$ cat config.mk
export PLATFORM = sky130hd
export DESIGN_NAME = m_tile_sched_flat
export DESIGN_NICKNAME = d
export VERILOG_FILES = /design/src/rtl/m_tile_sched_if.sv /design/src/rtl/m_tile_sched.sv /design/src/flat_wrapper.sv
export SDC_FILE = /design/constraint.sdc
export NUM_CORES = 1
export LEC_CHECK = 0
export CORE_ASPECT_RATIO = 0.75
export CORE_UTILIZATION = 49
export CTS_BUF_LIST = sky130_fd_sc_hd__clkbuf_8 sky130_fd_sc_hd__clkbuf_16
export DETAILED_ROUTE_END_ITERATION = 8
export GPL_TIMING_DRIVEN = 0
export PLACE_DENSITY = 0.81
export SLEW_MARGIN = 20
export SYNTH_ARGS = -nofsm -noshare
export SYNTH_HDL_FRONTEND = slang
export SYNTH_SLANG_ARGS = --single-unit
$ cat constraint.sdc
create_clock -name clk -period 3.8 [get_ports clk]
set_clock_uncertainty 0.2 [all_clocks]
set_input_delay 0.95 -clock clk [delete_from_list [all_inputs] [get_ports clk]]
set_output_delay 0.95 -clock clk [all_outputs]
set_load 0.005 [all_outputs]
$ cat src/rtl/m_tile_sched_if.sv
// Signal bundle between the tile scheduler and its command source, buffers and array.
// master = scheduler side, slave = controller/buffer/array side.
interface m_tile_sched_if #(
  parameter int DIM_W = 8
);
  logic             cmd_valid;
  logic             cmd_ready;
  logic [DIM_W-1:0] cmd_m_tiles;
  logic [DIM_W-1:0] cmd_n_tiles;
  logic [DIM_W-1:0] cmd_k_tiles;
  logic             step_valid;
  logic             step_ready;
  logic [DIM_W-1:0] step_m;
  logic [DIM_W-1:0] step_n;
  logic [DIM_W-1:0] step_k;
  logic             step_first_k;
  logic             step_last_k;
  logic             drain_req;
  logic             drain_done;
  logic             busy;
  logic             done;

  modport master (
    input  cmd_valid, cmd_m_tiles, cmd_n_tiles, cmd_k_tiles, step_ready, drain_done,
    output cmd_ready, step_valid, step_m, step_n, step_k, step_first_k, step_last_k,
           drain_req, busy, done
  );

  modport slave (
    output cmd_valid, cmd_m_tiles, cmd_n_tiles, cmd_k_tiles, step_ready, drain_done,
    input  cmd_ready, step_valid, step_m, step_n, step_k, step_first_k, step_last_k,
           drain_req, busy, done
  );
endinterface

$ cat src/rtl/m_tile_sched.sv
// GEMM tile-loop scheduler: walks K innermost, then N, then M; flushes the array and
// requests an output drain after each output tile. All outputs are registered.
module m_tile_sched #(
  parameter int DIM_W     = 8,
  parameter int ARRAY_LAT = 4
) (
  input  logic           clk,
  input  logic           rst,
  m_tile_sched_if.master io
);
  typedef enum logic [2:0] {
    S_IDLE,
    S_STEP,
    S_FLUSH,
    S_DRAIN,
    S_DONE
  } state_t;

  localparam int LAT_W = (ARRAY_LAT > 1) ? $clog2(ARRAY_LAT + 1) : 1;

  state_t           state_q, state_d;
  logic [DIM_W-1:0] m_tiles_q, m_tiles_d;
  logic [DIM_W-1:0] n_tiles_q, n_tiles_d;
  logic [DIM_W-1:0] k_tiles_q, k_tiles_d;
  logic [DIM_W-1:0] m_q, m_d;
  logic [DIM_W-1:0] n_q, n_d;
  logic [DIM_W-1:0] k_q, k_d;
  logic [LAT_W-1:0] flush_cnt_q, flush_cnt_d;
  logic             cmd_ready_q, cmd_ready_d;
  logic             step_valid_q, step_valid_d;
  logic             first_k_q, first_k_d;
  logic             last_k_q, last_k_d;
  logic             drain_req_q, drain_req_d;
  logic             busy_q, busy_d;
  logic             done_q, done_d;

  always_comb begin
    state_d     = state_q;
    m_tiles_d   = m_tiles_q;
    n_tiles_d   = n_tiles_q;
    k_tiles_d   = k_tiles_q;
    m_d         = m_q;
    n_d         = n_q;
    k_d         = k_q;
    flush_cnt_d = flush_cnt_q;

    case (state_q)
      S_IDLE: begin
        if (io.cmd_valid && cmd_ready_q) begin
          m_tiles_d = io.cmd_m_tiles;
          n_tiles_d = io.cmd_n_tiles;
          k_tiles_d = io.cmd_k_tiles;
          m_d       = '0;
          n_d       = '0;
          k_d       = '0;
          if (io.cmd_m_tiles == '0 || io.cmd_n_tiles == '0 || io.cmd_k_tiles == '0) begin
            state_d = S_DONE;
          end else begin
            state_d = S_STEP;
          end
        end
      end
      S_STEP: begin
        if (io.step_ready) begin
          if (k_q == k_tiles_q - DIM_W'(1)) begin
            // A zero-latency array needs no flush; drain right after the last K step.
            if (ARRAY_LAT == 0) begin
              state_d = S_DRAIN;
            end else begin
              state_d     = S_FLUSH;
              flush_cnt_d = LAT_W'(ARRAY_LAT);
            end
          end else begin
            k_d = k_q + DIM_W'(1);
          end
        end
      end
      S_FLUSH: begin
        flush_cnt_d = flush_cnt_q - LAT_W'(1);
        if (flush_cnt_q == LAT_W'(1)) begin
          state_d = S_DRAIN;
        end
      end
      S_DRAIN: begin
        if (io.drain_done) begin
          k_d = '0;
          if (n_q != n_tiles_q - DIM_W'(1)) begin
            n_d     = n_q + DIM_W'(1);
            state_d = S_STEP;
          end else begin
            n_d = '0;
            if (m_q != m_tiles_q - DIM_W'(1)) begin
              m_d     = m_q + DIM_W'(1);
              state_d = S_STEP;
            end else begin
              state_d = S_DONE;
            end
          end
        end
      end
      S_DONE:  state_d = S_IDLE;
      default: state_d = S_IDLE;
    endcase

    // Outputs are decoded from the next state so they line up with state_q.
    cmd_ready_d  = (state_d == S_IDLE);
    step_valid_d = (state_d == S_STEP);
    drain_req_d  = (state_d == S_DRAIN);
    busy_d       = (state_d != S_IDLE);
    done_d       = (state_d == S_DONE);
    first_k_d    = (k_d == '0);
    last_k_d     = (k_d == k_tiles_d - DIM_W'(1));
  end

  always_ff @(posedge clk or posedge rst) begin
    if (rst) begin
      state_q      <= S_IDLE;
      m_tiles_q    <= '0;
      n_tiles_q    <= '0;
      k_tiles_q    <= '0;
      m_q          <= '0;
      n_q          <= '0;
      k_q          <= '0;
      flush_cnt_q  <= '0;
      cmd_ready_q  <= 1'b1;
      step_valid_q <= 1'b0;
      first_k_q    <= 1'b0;
      last_k_q     <= 1'b0;
      drain_req_q  <= 1'b0;
      busy_q       <= 1'b0;
      done_q       <= 1'b0;
    end else begin
      state_q      <= state_d;
      m_tiles_q    <= m_tiles_d;
      n_tiles_q    <= n_tiles_d;
      k_tiles_q    <= k_tiles_d;
      m_q          <= m_d;
      n_q          <= n_d;
      k_q          <= k_d;
      flush_cnt_q  <= flush_cnt_d;
      cmd_ready_q  <= cmd_ready_d;
      step_valid_q <= step_valid_d;
      first_k_q    <= first_k_d;
      last_k_q     <= last_k_d;
      drain_req_q  <= drain_req_d;
      busy_q       <= busy_d;
      done_q       <= done_d;
    end
  end

  assign io.cmd_ready    = cmd_ready_q;
  assign io.step_valid   = step_valid_q;
  assign io.step_m       = m_q;
  assign io.step_n       = n_q;
  assign io.step_k       = k_q;
  assign io.step_first_k = first_k_q;
  assign io.step_last_k  = last_k_q;
  assign io.drain_req    = drain_req_q;
  assign io.busy         = busy_q;
  assign io.done         = done_q;
endmodule
$ cat src/flat_wrapper.sv
// flat-port wrapper written by rule: the top's interface ports become plain ports
module m_tile_sched_flat 
#(
  parameter int DIM_W     = 8,
  parameter int ARRAY_LAT = 4
)
  (clk, rst, io_cmd_valid, io_cmd_m_tiles, io_cmd_n_tiles, io_cmd_k_tiles, io_step_ready, io_drain_done, io_cmd_ready, io_step_valid, io_step_m, io_step_n, io_step_k, io_step_first_k, io_step_last_k, io_drain_req, io_busy, io_done);
  m_tile_sched_if #(.DIM_W(DIM_W)) io_i ();
  input  logic clk;
  input  logic rst;
  input wire logic [$bits(io_i.cmd_valid)-1:0] io_cmd_valid;
  input wire logic [$bits(io_i.cmd_m_tiles)-1:0] io_cmd_m_tiles;
  input wire logic [$bits(io_i.cmd_n_tiles)-1:0] io_cmd_n_tiles;
  input wire logic [$bits(io_i.cmd_k_tiles)-1:0] io_cmd_k_tiles;
  input wire logic [$bits(io_i.step_ready)-1:0] io_step_ready;
  input wire logic [$bits(io_i.drain_done)-1:0] io_drain_done;
  output wire logic [$bits(io_i.cmd_ready)-1:0] io_cmd_ready;
  output wire logic [$bits(io_i.step_valid)-1:0] io_step_valid;
  output wire logic [$bits(io_i.step_m)-1:0] io_step_m;
  output wire logic [$bits(io_i.step_n)-1:0] io_step_n;
  output wire logic [$bits(io_i.step_k)-1:0] io_step_k;
  output wire logic [$bits(io_i.step_first_k)-1:0] io_step_first_k;
  output wire logic [$bits(io_i.step_last_k)-1:0] io_step_last_k;
  output wire logic [$bits(io_i.drain_req)-1:0] io_drain_req;
  output wire logic [$bits(io_i.busy)-1:0] io_busy;
  output wire logic [$bits(io_i.done)-1:0] io_done;
  assign io_i.cmd_valid = io_cmd_valid;
  assign io_i.cmd_m_tiles = io_cmd_m_tiles;
  assign io_i.cmd_n_tiles = io_cmd_n_tiles;
  assign io_i.cmd_k_tiles = io_cmd_k_tiles;
  assign io_i.step_ready = io_step_ready;
  assign io_i.drain_done = io_drain_done;
  assign io_cmd_ready = io_i.cmd_ready;
  assign io_step_valid = io_i.step_valid;
  assign io_step_m = io_i.step_m;
  assign io_step_n = io_i.step_n;
  assign io_step_k = io_i.step_k;
  assign io_step_first_k = io_i.step_first_k;
  assign io_step_last_k = io_i.step_last_k;
  assign io_drain_req = io_i.drain_req;
  assign io_busy = io_i.busy;
  assign io_done = io_i.done;
  m_tile_sched #(.DIM_W(DIM_W), .ARRAY_LAT(ARRAY_LAT)) u_core (.clk(clk), .rst(rst), .io(io_i));
endmodule
Word-level counts from Yosys, hierarchy flattened --
Cells that the tools add are included.
Storage, ports and cells: bits in registers 61
Operators by class: add/sub/neg operators 8, equal/unequal tests 17, multiplexer cells 27, reduce and logical (&&, ||, !) cells 16
Operator list (number):
- 8-bit two-way mux | 12
- 8-bit logical NOT | 4
- 8-bit one-hot mux with 2 select lines | 2
- 8-bit by 1-bit subtractor with 8-bit output, second input constant | 4
- 3-bit two-way mux | 10
- 8-bit by 1-bit adder with 8-bit output, second input constant | 3
- 8-bit one-hot mux with 3 select lines | 1
- 8-bit equality test | 2
- 8-bit != test | 2
- 3-bit one-hot mux with 4 select lines | 1
- 3-bit by 1-bit equality test with 1-bit output, second input constant | 3
- 3-bit by 2-bit equality test with 1-bit output, second input constant | 3
- 3-bit logical NOT | 2
- 2-bit by 1-bit != test with 1-bit output, second input constant | 3
- 2-bit != test, second input constant | 3
- 3-bit one-hot mux with 2 select lines | 1
- 3-bit AND reduction | 2
- 5-bit AND reduction | 1
- 2-bit nonzero test | 2
- 3-bit equality test, second input constant | 1
- 3-bit nonzero test | 1
- 3-bit by 1-bit subtractor with 3-bit output, second input constant | 1
- 1-bit logical OR | 2
- 2-bit AND reduction | 1
- 1-bit logical AND | 1

Longest topological paths before layout --
depth after elaboration 7, depth in mapped cells 14, depth with buffers taken out 12

Least setup slack after synthesis --
No wires, ideal clock.
kind input -> register, start point in io_cmd_valid, end point reg u_core.last_k_q, in the netlist u_core.io.step_last_k, arrival 3849 ps, required time 3504 ps, setup slack -345 ps, cell stages on the path 14, buffers on the path 2, cells stage by stage nand2_1 -> nor4_2 -> clkbuf_1 -> buf_1 -> mux2i_1 -> ha_1 -> nand3b_1 -> xor2_1 -> mux2_2 -> nand2_1 -> a31o_2 -> o311ai_0 -> a211o_1 -> nor4_2
On the way: longest elaborated chain between the ends 5
Ends and longest elaborated chain:
- start: declaration | RTL line flat_wrapper.sv:11 | input wire logic [$bits(io_i.cmd_valid)-1:0] io_cmd_valid;
- 1-bit logical AND (*) | RTL line m_tile_sched.sv:49 | if (io.cmd_valid && cmd_ready_q) begin
- 8-bit two-way mux | RTL line m_tile_sched.sv:49
- 8-bit two-way mux | RTL line m_tile_sched.sv:47 | case (state_q)
- 8-bit by 1-bit subtractor with 8-bit output | RTL line m_tile_sched.sv:112 | last_k_d = (k_d == k_tiles_d - DIM_W'(1));
- 8-bit equality test (*) | RTL line m_tile_sched.sv:112
- net u_core.last_k_d | RTL line m_tile_sched.sv:32 | logic last_k_q, last_k_d;
- end signal: assignment | RTL line m_tile_sched.sv:144 | last_k_q <= last_k_d;
- end: declaration | RTL line m_tile_sched.sv:32
The timed path passes the listed nets; every way through them passes the cells marked *. A chain may end at the register's enable or synchronous reset.

Worst setup path in the final report --
Ends and elaborated chain as after synthesis.

==> metrics.txt <==
yosys warns=0; die height=79.81 µm; detailed-placement wirelength estimate=7.669 mm; core region area=between 7000 and 8000 µm²; die area=around 8400 µm²; port bufs=57; LEAKAGE=2.116 nW; Clk network pwr share=between 10% and 20%; Tot GR Track Use=between 20% and 30%; max capacitance violation total=0; Iteration-0 DRC Markers=304; global route total overflow=0; clock latency at the later pin of the worst-skew pair=0.35 ns; Sw Pwr=between 0.0015 and 0.002 W; Post-synth EDFFs=0; VDD IR-drop max=0.0003734 V; Inst Count DP=606; ys flop type=dfrtp_1; synth unique cells=63; final setup fails=0; Bufs on Longest Clock Path=2; post-layout min period=about 3.6 ns; Worst Tran Pin Value=1.054 ns; max_slew headroom=29.55%; Synth top area share=37.96%; Mapped Cells=447; initial antenna violation count=0; Layout area overhead=26.19%; Net Sw Frac=44.02%; combinational share of power=54.4%; Max Freq=between 200 and 300 MHz; Avg Vias per Cell=around 5.8; ys async rst share=100.0%; outcome=finished clean; row count=27; share of cells above drive strength 1=12.31%; RSZ-0062 raised after global routing=no; DRC Markers=0; Routed WL=10.39 mm; Initial Util=52.27%; Clock transition at path regs=0.07 ns; Critical Path RT=between 3 and 4 ns; Final Hold Vio Count=0; syn_area_per_cell=just under 9 µm²; count leader, synth=nand2_1; Die W=~110 µm; first-pass GRT wire length=17.28 mm; synthesized flop and latch total=61; Arr. time, crit path=between 3 and 4 ns; Final Max Slew Viols=0; largest net degree at the start of global routing=54; Pre-Repair DR Iteration Count=6; Setup TNS=0 ns; Final Power=0.003592 W; internal power=0.002011 W; fin util=65.96%; syn nets=between 400 and 500; Layout Nets=561; CP Launch Type=primary input; H-tree depth=3; leading area contributor after synthesis=dfrtp_1; crit path kind=primary input to flip-flop; routed via count=between 3,000 and 4,000; synthesized area=3955 µm²; synth cell count leaders=85 x nand2_1, 60 x dfrtp_1, 27 x xnor2_1; sequential power share=31.5%; Tcrit/Tclk final=between 90% and 100%; sequential fraction of the synthesis area=38.63%; Clock Sinks=61; Synth area leaders=dfrtp_1 38%, nand2_1 8.1%, xnor2_1 6.0%; io pins=60; Fill cells=603; CTS tree=yes; CP Max Fanout=6; Hold Crit Class=flip-flop to flip-flop; vias in the first global route=between 3,000 and 4,000; Finished Layout Cells=629; Setup crit end kind=flip-flop; Placer Congestion=0.9119; Clock Root Buffer=clkbuf_8; Power per Cell Area=719.8 nW/µm²; TritonCTS Buffers=9; ant diodes=0; post-route ant nets=0; WL/cell=16.51 µm
flip-flops by register name (all words and copies together), names as in the netlist:
signal,count
u_core.flush_cnt_q,3
u_core.io.busy,1
u_core.io.cmd_ready,1
u_core.io.done,1
u_core.io.drain_req,1
u_core.io.step_first_k,1
u_core.io.step_k,8
u_core.io.step_last_k,1
u_core.io.step_m,8
u_core.io.step_n,8
u_core.io.step_valid,1
u_core.k_tiles_q,8
u_core.m_tiles_q,8
u_core.n_tiles_q,8
u_core.state_q,3
worst paths after layout:
kind                                     start                      to  slack [ns]  cells after the start
setup reg to reg           u_core.k_tiles_q[0]  u_core.io.step_first_k        0.38                     11
hold / removal             u_core.m_tiles_q[7]     u_core.m_tiles_q[7]        0.30                      2
setup / recovery                  io_cmd_valid   u_core.io.step_last_k        0.24                     14
max in group asynchronous                  rst     u_core.io.cmd_ready        2.23                      3
hold reg to reg            u_core.m_tiles_q[7]     u_core.m_tiles_q[7]        0.30                      2
min in group asynchronous                  rst     u_core.m_tiles_q[2]        0.64                      2
per-layer routing:
layer / GRT usage, % / share of wire, % / up-vias
met5: 0 / 0 / -
met4: 9.028 / 1.9 / 0
met3: 6.204 / 8.0 / 20
met2: 39.80 / 44 / 137
met1: 37.67 / 46 / 1770
li1: - / - / 1726
placed cells by master (no fill, tap or decap), types with 9 or more instances in the layout:
cell type / Yosys / final
xor2_1: 24 / 24
xnor2_1: 27 / 27
nor2_1: 26 / 26
inv_1: 22 / 22
o21ai_0: 20 / 20
clkbuf_1: 11 / 10
dfrtp_1: 60 / 60
clkdlybuf4s50_1: 0 / 56
nand2_1: 85 / 83
clkbuf_8: 0 / 9
nand3_1: 16 / 16
a21oi_1: 13 / 13
final cells by class:
type                            count  area (µm²)  area share, %
Multi-Input combinational cell    347        2341          46.90
Sequential cell                    61        1528          30.61
Timing Repair Buffer               66       660.6          13.24
Tap cell                          101       126.4          2.532
Clock buffer                        9       123.9          2.482
Inverter                           22       85.08          1.705
Buffer                             16       82.58          1.655
Clock inverter                      7       43.79         0.8774
cell families (layout without fill, tap and decap cells):
family                   after synthesis  in the layout  synth area share [%]
XOR/XNOR                              51             51                 11.29
multiplexers                           8              8                 2.183
AO/OA/AOI/OAI                         81             81                 15.22
buffers and inverters                 39            120                 3.986
AND/OR/NAND/NOR                      198            198                 25.85
adder cells (fa/ha/maj)                9              9                 2.847
flip-flops                            61             61                 38.63
critical path, stage by stage:
cell and delay [ns]:
dlygate4sd2_1 0.25, nand2_2 0.09, nor4_4 0.33, buf_6 0.19
mux2i_4 0.26, ha_4 0.18, nand3b_1 0.09, xor2_1 0.16
mux2_4 0.31, nand2_2 0.08, a31o_2 0.12, o311ai_2 0.12
a211o_1 0.36, nor4_4 0.14
power groups by stage:
stage	Combinational, W	Sequential (W)	Clock (W)
after floorplan	0.00136	0.00107	0
after global placement	0.00176	0.00112	0
after detailed placement	0.00184	0.00113	0
after CTS	0.00186	0.00112	0.000515
after global routing	0.00216	0.00116	0.000549
final	0.00195	0.00113	0.000506
stage by stage:
step / instance area, µm² / hold slack (ns) / worst slack, ns
6_report: 4991 / 0.2977 / 0.2363
5_1_grt: 4991 / 0.3565 / 0.09101
4_1_cts: 4908 / 0.3079 / 0.09424
3_5_place_dp: 4720 / 0.2914 / -1.039
3_3_place_gp: 4690 / 0.2862 / -0.9406
2_1_floorplan: 3993 / 0.2652 / 0.02883
what timing repair did:
| action | in CTS | in global routing |
|---|---|---|
| hold buffers | 0 | 0 |
| pin swaps | 3 | 4 |
| resized for setup | 4 | 7 |
| endpoints found under the setup margin | 1 | 1 |
| buffers inserted | 2 | 6 |
No activity file was read; power rests on OpenSTA's default activity.
